`src/rtl/idma_irq_ctrl.sv`:
```
// Completion-interrupt controller for iDMA: per-channel read/write-done pending bits with W1C,
// per-source enables, and count/timeout interrupt coalescing on a 64-bit register bus.
module idma_irq_ctrl #(
    parameter int unsigned NumChannels  = 2,
    parameter int unsigned CntWidth     = 8,
    parameter int unsigned TimeoutWidth = 16
) (
    input  logic                       clk_i,
    input  logic                       rst_i,
    input  logic [NumChannels-1:0]     r_done_i,
    input  logic [NumChannels-1:0]     w_done_i,
    input  logic                       reg_valid_i,
    input  logic                       reg_write_i,
    input  logic [5:0]                 reg_addr_i,
    input  logic [63:0]                reg_wdata_i,
    input  logic [7:0]                 reg_wstrb_i,
    output logic [63:0]                reg_rdata_o,
    output logic                       reg_ready_o,
    output logic                       reg_error_o,
    output logic [2*NumChannels-1:0]   irq_o
);

    localparam int unsigned N        = 2 * NumChannels;
    localparam int unsigned IncWidth = $clog2(N + 1);

    localparam logic [2:0] SEL_PENDING = 3'd0;
    localparam logic [2:0] SEL_ENABLE  = 3'd1;
    localparam logic [2:0] SEL_THRESH  = 3'd2;
    localparam logic [2:0] SEL_TIMEOUT = 3'd3;
    localparam logic [2:0] SEL_COUNT   = 3'd4;
    localparam logic [2:0] SEL_STATUS  = 3'd5;

    typedef enum logic [1:0] {
        IDLE     = 2'd0,
        COUNTING = 2'd1,
        ARMED    = 2'd2
    } state_e;

    state_e                  state_q, state_d;
    logic [N-1:0]            pending_q, pending_d;
    logic [N-1:0]            enable_q, enable_d;
    logic [CntWidth-1:0]     thresh_q, thresh_d;
    logic [TimeoutWidth-1:0] timeout_q, timeout_d;
    logic [CntWidth-1:0]     count_q, count_d;
    logic [TimeoutWidth-1:0] timer_q, timer_d;
    logic [N-1:0]            irq_q, irq_d;

    logic [N-1:0]            events;
    logic [N-1:0]            w1c_mask;
    logic [IncWidth-1:0]     inc;
    logic [CntWidth:0]       count_sum;
    logic [CntWidth-1:0]     count_sat;
    logic [CntWidth-1:0]     thresh_eff;
    logic [TimeoutWidth-1:0] timer_inc;
    logic                    wr_en;
    logic [2:0]              sel;
    logic                    unused_ok;

    assign sel         = reg_addr_i[5:3];
    assign wr_en       = reg_valid_i & reg_write_i & (&reg_wstrb_i);
    assign reg_ready_o = 1'b1;
    assign irq_o       = irq_q;
    assign unused_ok   = ^{reg_wdata_i, reg_addr_i[2:0]};

    // Interleave sources so bit 2c is read-done and bit 2c+1 is write-done of channel c.
    always_comb begin
        // NOTE: every combinational output gets a default first so no path can infer a latch.
        events = '0;
        for (int c = 0; c < int'(NumChannels); c++) begin
            events[2*c]   = r_done_i[c];
            events[2*c+1] = w_done_i[c];
        end
    end

    // Register-file next state; an event overrides a same-cycle W1C on its bit.
    always_comb begin
        w1c_mask  = (wr_en && sel == SEL_PENDING) ? reg_wdata_i[N-1:0] : '0;
        pending_d = (pending_q & ~w1c_mask) | events;
        enable_d  = (wr_en && sel == SEL_ENABLE)  ? reg_wdata_i[N-1:0] : enable_q;
        thresh_d  = (wr_en && sel == SEL_THRESH)  ? reg_wdata_i[CntWidth-1:0] : thresh_q;
        timeout_d = (wr_en && sel == SEL_TIMEOUT) ? reg_wdata_i[TimeoutWidth-1:0] : timeout_q;
    end

    always_comb begin
        inc = '0;
        for (int i = 0; i < int'(N); i++) begin
            inc = inc + {{(IncWidth-1){1'b0}}, events[i] & enable_q[i]};
        end
        count_sum  = {1'b0, count_q} + (CntWidth+1)'(inc);
        count_sat  = count_sum[CntWidth] ? '1 : count_sum[CntWidth-1:0];
        thresh_eff = (thresh_q == '0) ? CntWidth'(1) : thresh_q;
        timer_inc  = (timer_q == '1) ? timer_q : timer_q + TimeoutWidth'(1);
    end

    // Coalescing FSM: ARMED leaves only once no enabled source is pending.
    always_comb begin
        state_d = state_q;
        count_d = count_q;
        timer_d = timer_q;
        unique case (state_q)
            IDLE: begin
                count_d = count_sat;
                if (count_sat >= thresh_eff) begin
                    state_d = ARMED;
                    count_d = '0;
                    timer_d = '0;
                end else if (count_sat != '0) begin
                    state_d = COUNTING;
                    timer_d = '0;
                end
            end
            COUNTING: begin
                count_d = count_sat;
                timer_d = timer_inc;
                if (count_sat >= thresh_eff ||
                    (timeout_q != '0 && timer_inc >= timeout_q)) begin
                    state_d = ARMED;
                    count_d = '0;
                    timer_d = '0;
                end
            end
            ARMED: begin
                count_d = '0;
                timer_d = '0;
                if ((pending_d & enable_d) == '0) state_d = IDLE;
            end
            default: begin
                state_d = IDLE;
                count_d = '0;
                timer_d = '0;
            end
        endcase
        irq_d = (state_d == ARMED) ? (pending_d & enable_d) : '0;
    end

    always_ff @(posedge clk_i) begin
        // NOTE: sequential state uses non-blocking assignments so every register samples pre-edge values.
        if (rst_i) begin
            state_q   <= IDLE;
            pending_q <= '0;
            enable_q  <= '0;
            thresh_q  <= CntWidth'(1);
            timeout_q <= '0;
            count_q   <= '0;
            timer_q   <= '0;
            irq_q     <= '0;
        end else begin
            state_q   <= state_d;
            pending_q <= pending_d;
            enable_q  <= enable_d;
            thresh_q  <= thresh_d;
            timeout_q <= timeout_d;
            count_q   <= count_d;
            timer_q   <= timer_d;
            irq_q     <= irq_d;
        end
    end

    // Read path is combinational from current state, so a same-cycle write is not yet visible.
    always_comb begin
        reg_rdata_o = '0;
        reg_error_o = 1'b0;
        if (reg_valid_i) begin
            unique case (sel)
                SEL_PENDING: reg_rdata_o[N-1:0]            = reg_write_i ? '0 : pending_q;
                SEL_ENABLE:  reg_rdata_o[N-1:0]            = reg_write_i ? '0 : enable_q;
                SEL_THRESH:  reg_rdata_o[CntWidth-1:0]     = reg_write_i ? '0 : thresh_q;
                SEL_TIMEOUT: reg_rdata_o[TimeoutWidth-1:0] = reg_write_i ? '0 : timeout_q;
                SEL_COUNT:   reg_rdata_o[CntWidth-1:0]     = reg_write_i ? '0 : count_q;
                SEL_STATUS:  reg_rdata_o[1:0]              = reg_write_i ? 2'b00 :
                                                             {state_q == COUNTING, state_q == ARMED};
                default:     reg_error_o                   = 1'b1;
            endcase
        end
    end

endmodule

```
`config.mk`:
```
export PLATFORM = sky130hd
export DESIGN_NAME = idma_irq_ctrl
export DESIGN_NICKNAME = d
export VERILOG_FILES = /design/src/rtl/idma_irq_ctrl.sv
export SDC_FILE = /design/constraint.sdc
export NUM_CORES = 1
export LEC_CHECK = 0
export CAP_MARGIN = 40
export CORE_MARGIN = 5
export CORE_UTILIZATION = 40
export CTS_BUF_LIST = sky130_fd_sc_hd__clkbuf_4 sky130_fd_sc_hd__clkbuf_8
export CTS_CLUSTER_DIAMETER = 80
export DETAILED_ROUTE_END_ITERATION = 10
export GPL_TIMING_DRIVEN = 1
export HOLD_SLACK_MARGIN = 0.08
export PLACE_DENSITY = 0.73
export SETUP_SLACK_MARGIN = 0.2
export SYNTH_ARGS = -nofsm -noshare
export SYNTH_HDL_FRONTEND = slang
export SYNTH_SLANG_ARGS = --single-unit
export TNS_END_PERCENT = 1
```
`constraint.sdc`:
```
create_clock -name clk_i -period 6.7 [get_ports clk_i]
set_input_delay 1.34 -clock clk_i [delete_from_list [all_inputs] [get_ports clk_i]]
set_output_delay 1.34 -clock clk_i [all_outputs]
set_load 0.005 [all_outputs]
```
# Word level (Yosys, flattened, before mapping)
# Index checks and enable logic that the tools add are counted.
[totals] reg_bits=62 input_bits=86 out_inout_bits=70 elab_cells=81
[classes] n_addsub=5 n_lt_le_gt_ge=2 eq_ne=10 mux=30 bitwise=11 reduce_logical=15
[ops] op="$mux 16" count=6
[ops] op="$mux 8" count=7
[ops] op="$pmux 16 s2" count=1
[ops] op="$add 16x1->16 const B" count=1
[ops] op="$eq 16x16->1 const B" count=1
[ops] op="$ge 16x16->1" count=1
[ops] op="$mux 4" count=4
[ops] op="$pmux 8 s2" count=1
[ops] op="$reduce_bool 16->1" count=1
[ops] op="$pmux 2 s6" count=1
[ops] op="$pmux 4 s3" count=1
[ops] op="$mux 2" count=5
[ops] op="$pmux 2 s5" count=1
[ops] op="$add 8x3->9" count=1
[ops] op="$and 4x4->4" count=2
[ops] op="$ge 8x8->1" count=1
[ops] op="$logic_not 8->1" count=1
[ops] op="$reduce_and 8->1" count=1
[ops] op="$reduce_bool 8->1" count=1
[ops] op="$and 1x1->1" count=6
[ops] op="$eq 3x2->1 const B" count=2
[ops] op="$eq 3x3->1 const B" count=2
[ops] op="$pmux 2 s3" count=1
[ops] op="$reduce_or 6->1" count=1
[ops] op="17 further kinds" count=23

# Logic depth before layout (Yosys ltp)
[logic_depth] ltp_word=14 depth_mapped=16 mapped_depth_nobuf=15

# Least setup slack after synthesis
# Ideal clock, no wire load.
[synth_timing] path_type="input -> register" from="in r_done_i[0]" to="reg timer_q[0]" setup_time_ps=120 arrival_ps=5086 required_time_ps=6580 path_slack_ps=1494 path_stages=15 n_path_buf=2 cell_sequence="nand2_1 > fa_1 > fa_1 > fa_1 > nand4b_1 > or2_2 > clkbuf_1 > and2_1 > ha_1 > o21ai_0 > a221o_1 > nand4_1 > clkbuf_1 > nor3_1 > a211o_2"
[synth_via] elab_chain_cells=10 word_cells_on_any_way=13 cone_classes="add/sub (4); order compare (1); eq/ne (1); mux (4); bitwise (1); reduce/logical (2)"
[synth_rtl] element="start: declaration" line="10" rtl="input logic [NumChannels-1:0] r_done_i,"
[synth_rtl] element="$and 1x1->1 (*)" line="87" rtl="inc = inc + {{(IncWidth-1){1'b0}}, events[i] & enable_q[i]};"
[synth_rtl] element="$add 1x1->2 (*)" line="87"
[synth_rtl] element="$add 2x1->3 (*)" line="87"
[synth_rtl] element="$add 3x1->3 (*)" line="87"
[synth_rtl] element="$add 8x3->9 (*)" line="89" rtl="count_sum = {1'b0, count_q} + (CntWidth+1)'(inc);"
[synth_rtl] element="$mux 8 (*)" line="90" rtl="count_sat = count_sum[CntWidth] ? '1 : count_sum[CntWidth-1:0];"
[synth_rtl] element="$ge 8x8->1" line="103, 115"
[synth_rtl] element="$logic_or 1x1->1" line="115" rtl="if (count_sat >= thresh_eff ||"
[synth_rtl] element="$mux 16" line="115"
[synth_rtl] element="$pmux 16 s2" line="100" rtl="unique case (state_q)"
[synth_rtl] element="end signal: assignment" line="154" rtl="timer_q <= timer_d;"
[synth_rtl] element="end: declaration" line="45" rtl="logic [TimeoutWidth-1:0] timer_q, timer_d;"
# Mark *: on every way between the ends. The rest lies on a longest branch, timed or not.
# A chain may end at the register's enable or synchronous reset.

# Final worst setup path
[layout_timing] from="in r_done_i[1]" to="reg count_q[6]"
[layout_via] elab_chain_cells=9 word_cells_on_any_way=10 cone_classes="add/sub (3); order compare (1); mux (4); bitwise (1); reduce/logical (1)"
[layout_rtl] element="$and 1x1->1 (*)" line="87"
[layout_rtl] element="$add 2x1->3 (*)" line="87"
[layout_rtl] element="$add 3x1->3 (*)" line="87"
[layout_rtl] element="$add 8x3->9 (*)" line="89"
[layout_rtl] element="$mux 8 (*)" line="90"
[layout_rtl] element="$ge 8x8->1" line="103, 115"
[layout_rtl] element="$logic_or 1x1->1" line="115"
[layout_rtl] element="$mux 8" line="115"
[layout_rtl] element="$pmux 8 s2 (*)" line="100"
[layout_rtl] element="end signal: assignment" line="153" rtl="count_q <= count_d;"
[layout_rtl] element="end: declaration" line="44" rtl="logic [CntWidth-1:0] count_q, count_d;"
# Marked as above.

==> key figures <==
Worst setup path
  – Cell mode on critical path: fa_1
  – Worst Path Buf+Inv: 1
  – Worst Setup Start Kind: input port
  – Critical-path top delay cell: or4_1
  – Crit. End Element: register
  – Crit Path Max Fanout: 9
  – CP top delay family: simple AND/OR/NAND/NOR gates
  – Critical path cell sequence: clkdlybuf4s50_1 -> nand2_1 -> fa_1 -> fa_1 -> fa_1 -> nand4b_1 -> or2_2 -> and2_1 -> ha_1 -> o21ai_0 -> a221o_1 -> nand2_1 -> or4_1 -> a311oi_2
  – CP Data Required Time: 6.98 ns
  – Setup CP Type: input port to register
  – Largest stage delay on the critical path: just over 0.6 ns
  – Logic depth of the worst register-to-register path: 13
  – Crit path depth: 14
  – Arr. time, crit path: around 5.9 ns

Power and ir drop
  – Worst-case vdd ir drop: 0.120 mV
  – PD cells: roughly 160 nW/um2
  – Pleak: between 1.5 and 2 nW
  – PnR Total Power: 0.813 mW

Placed design
  – Placed cell area: roughly 5000 um2
  – GPL Wtd Cong: 0.857
  – Worst slack, placed: approximately 0.76 ns
  – Post-DP HPWL: 8.46 mm
  – Port Buffers: between 50 and 60
  – Cells after DPL: approximately 700

Drt
  – Post-Route WL: 11.0 mm
  – DR DRC count: 0
  – Via Count: between 3,000 and 4,000
  – WL/cell: 15.3 um
  – Routed Antenna Nets: 0
  – Drt first-iter violations: 283
  – DRT Pass-1 Iters: 5
  – Vias/cell: between 5 and 6

Floorplanning
  – I/O pin count: 156
  – # rows: 38
  – Die Ht: about 110 um
  – Initial Utilization: about two fifths
  – Die area: 13,200 um2
  – Core area: 10,800 um2
  – Die width: ~110 um

Min path
  – Class of the worst hold path: register to register
  – Hold depth: 2

Timing
  – Fin crit share: between 80% and 90%
  – F_max: 177 MHz
  – Setup slack after layout: about 1.0 ns
  – Hold_ws: ~0.53 ns
  – Slew of the pin with the lowest slew margin: slightly below 0.9 ns
  – Setup Skew: 0.0103 ns
  – RSZ-0062 raised after global routing: no
  – Min Tclk post-route: around 5.7 ns
  – Max-slew violations: 0
  – Setup violators final: 0
  – Final hold vios: 0
  – Setup TNS Final: 0 ns
  – Slew margin rel.: about two fifths

CTS
  – Hold buffer count at CTS: 0
  – CTS Root Cell: clkbuf_8
  – CTS buffer count: 9
  – Setup bufs post-CTS: 0
  – Max Buffers Root-to-Sink: 2
  – CTS tree: done
  – Clock Pin Slew Worst Setup and Hold Paths: roughly 0.080 ns
  – Post-cts sizing count: 0
  – Clock Sinks: 62
  – Number of H-tree levels: 3
  – Worst-Skew Late Latency: approximately 0.36 ns

GRT
  – Initial antenna violation count: 0
  – Global Route Usage Sum: approximately 17%
  – Remaining Overflow, GRT: 0
  – Met1 usage: 22.4%
  – Met3 Usage GRT: between 2 and 2.5%
  – Met2 usage: a little over a quarter
  – Vias in the first global route: 3,632
  – First-pass GRT wire length: 17.7 mm
  – Busiest grt layer: met2
  – Largest net degree at the start of global routing: 38

Final layout
  – Final non-filler cell total: 717
  – Area growth syn-to-layout: 16.1%
  – Fin area: ~5000 um2
  – Fillers: approximately 1,000
  – Layout cell share with drive strength beyond 1: 8.67%
  – ANT cells: 0
  – Final core utilization: 47.2%
  – Nets@finish: 687

Synthesis
  – Top FF cell, synth: dfxtp_1
  – Share of the synthesized area in the top cell type: approximately 28%
  – Share of flip-flops with an asynchronous set or reset: 0%
  – Top-count cell post-synth: dfxtp_1
  – Sequential share of the synthesized area: approximately 28%
  – Synthesized area: roughly 4400 um2
  – Synth area leaders: dfxtp_1 28%, buf_4 8.5%, mux2i_1 7.8%, ha_1 7.4%, nor2_1 5.0%
  – Syn_area_per_cell: between 8 and 9 um2
  – EDFF count, synth: 0
  – Dominant cell type by area after synthesis: dfxtp_1
  – Number of synthesis warnings: 0
  – Distinct cells, synth: between 60 and 70
  – Post-synthesis cell count: between 500 and 600
  – Synthesized flop and latch total: a little over 60
  – Post-synth top cells: 62 x dfxtp_1, 59 x nor2_1, 50 x buf_4

Flow run
  – Max Cap Violations: 0

Outcome
  – Status: finished clean
[final timing paths]
path	startpoint	end	slack, ns
setup / recovery	r_done_i[1]	count_q[6]	1.04
hold / removal	timeout_q[13]	timeout_q[13]	0.53
setup reg to reg	enable_q[2]	count_q[6]	2.15
hold reg to reg	timeout_q[13]	timeout_q[13]	0.53
[worst min-delay path: stages (launching register included)]
cell and delay [ns]:
dfxtp_1 0.35, mux2i_1 0.08, nor2_1 0.07
[cells in the final DEF, fill, tap and decap left out, types with 3 or more instances in the layout]
cell type and n:
xor2_1 4, fa_1 3, o22ai_1 6, a31oi_1 8, a221o_2 3, nand2b_1 10, mux4_2 4, conb_1 49
nor2_1 59, a22o_2 5, nor4_1 15, nand2_1 37, inv_1 30, ha_1 26, nand3b_1 4, o21ai_0 7
clkdlybuf4s50_1 55, buf_4 4, a21o_1 7, xnor2_1 4, nand3_1 15, nor3_1 20, dfxtp_1 62, and3_1 6
a21oi_1 16, nor2b_1 5, clkbuf_8 9, or4_1 4, mux2i_1 34, nand4_1 8, a211oi_1 6, and2_1 4
[metal layers]
layer  up-vias  part of all wire [%]  routed length [um]
met5         -                     0                   0
met4         0                   1.8                 197
met3        13                   6.3                 688
met2       151                    48                5230
met1      1802                    44                4870
li1       1875                     -                   -
[registers in the layout, summed over array words and instances, names as in the netlist]
signal	count
state_q	2
pending_q	4
timer_q	16
timeout_q	16
irq_o	4
thresh_q	8
enable_q	4
count_q	8
[where the power goes]
group | internal, mW | switching (mW) | leakage (nW)
combinational | 0.0273 | 0.0313 | 1.38
sequential | 0.370 | 0.00106 | 0.500
clock | 0.216 | 0.167 | 0.110
[layout make-up]
type | instances | area, um2 | share of cell area, %
multi-input cells | 409 | 2750 | 53.9
repair buffers | 60 | 596 | 11.7
inverters | 30 | 113 | 2.21
clock buffers | 10 | 131 | 2.58
clock inverters | 6 | 93.8 | 1.84
flip-flops and latches | 62 | 1240 | 24.3
well taps | 140 | 175 | 3.44
[cells by family (layout without fill, tap and decap cells)]
| logic type | after synthesis | after routing | synth area share (%) |
|---|---|---|---|
| AND/OR/NAND/NOR | 207 | 207 | 25.2 |
| buffers and inverters | 100 | 106 | 13.2 |
| AO/OA/AOI/OAI | 77 | 77 | 12.8 |
| flip-flops | 62 | 62 | 28.3 |
| multiplexers | 39 | 39 | 10.1 |
| adder cells (fa/ha/maj) | 29 | 29 | 8.78 |
| XOR/XNOR | 8 | 8 | 1.60 |
| other | 2 | 49 | 0.171 |
No activity file was read; power rests on OpenSTA's default activity.
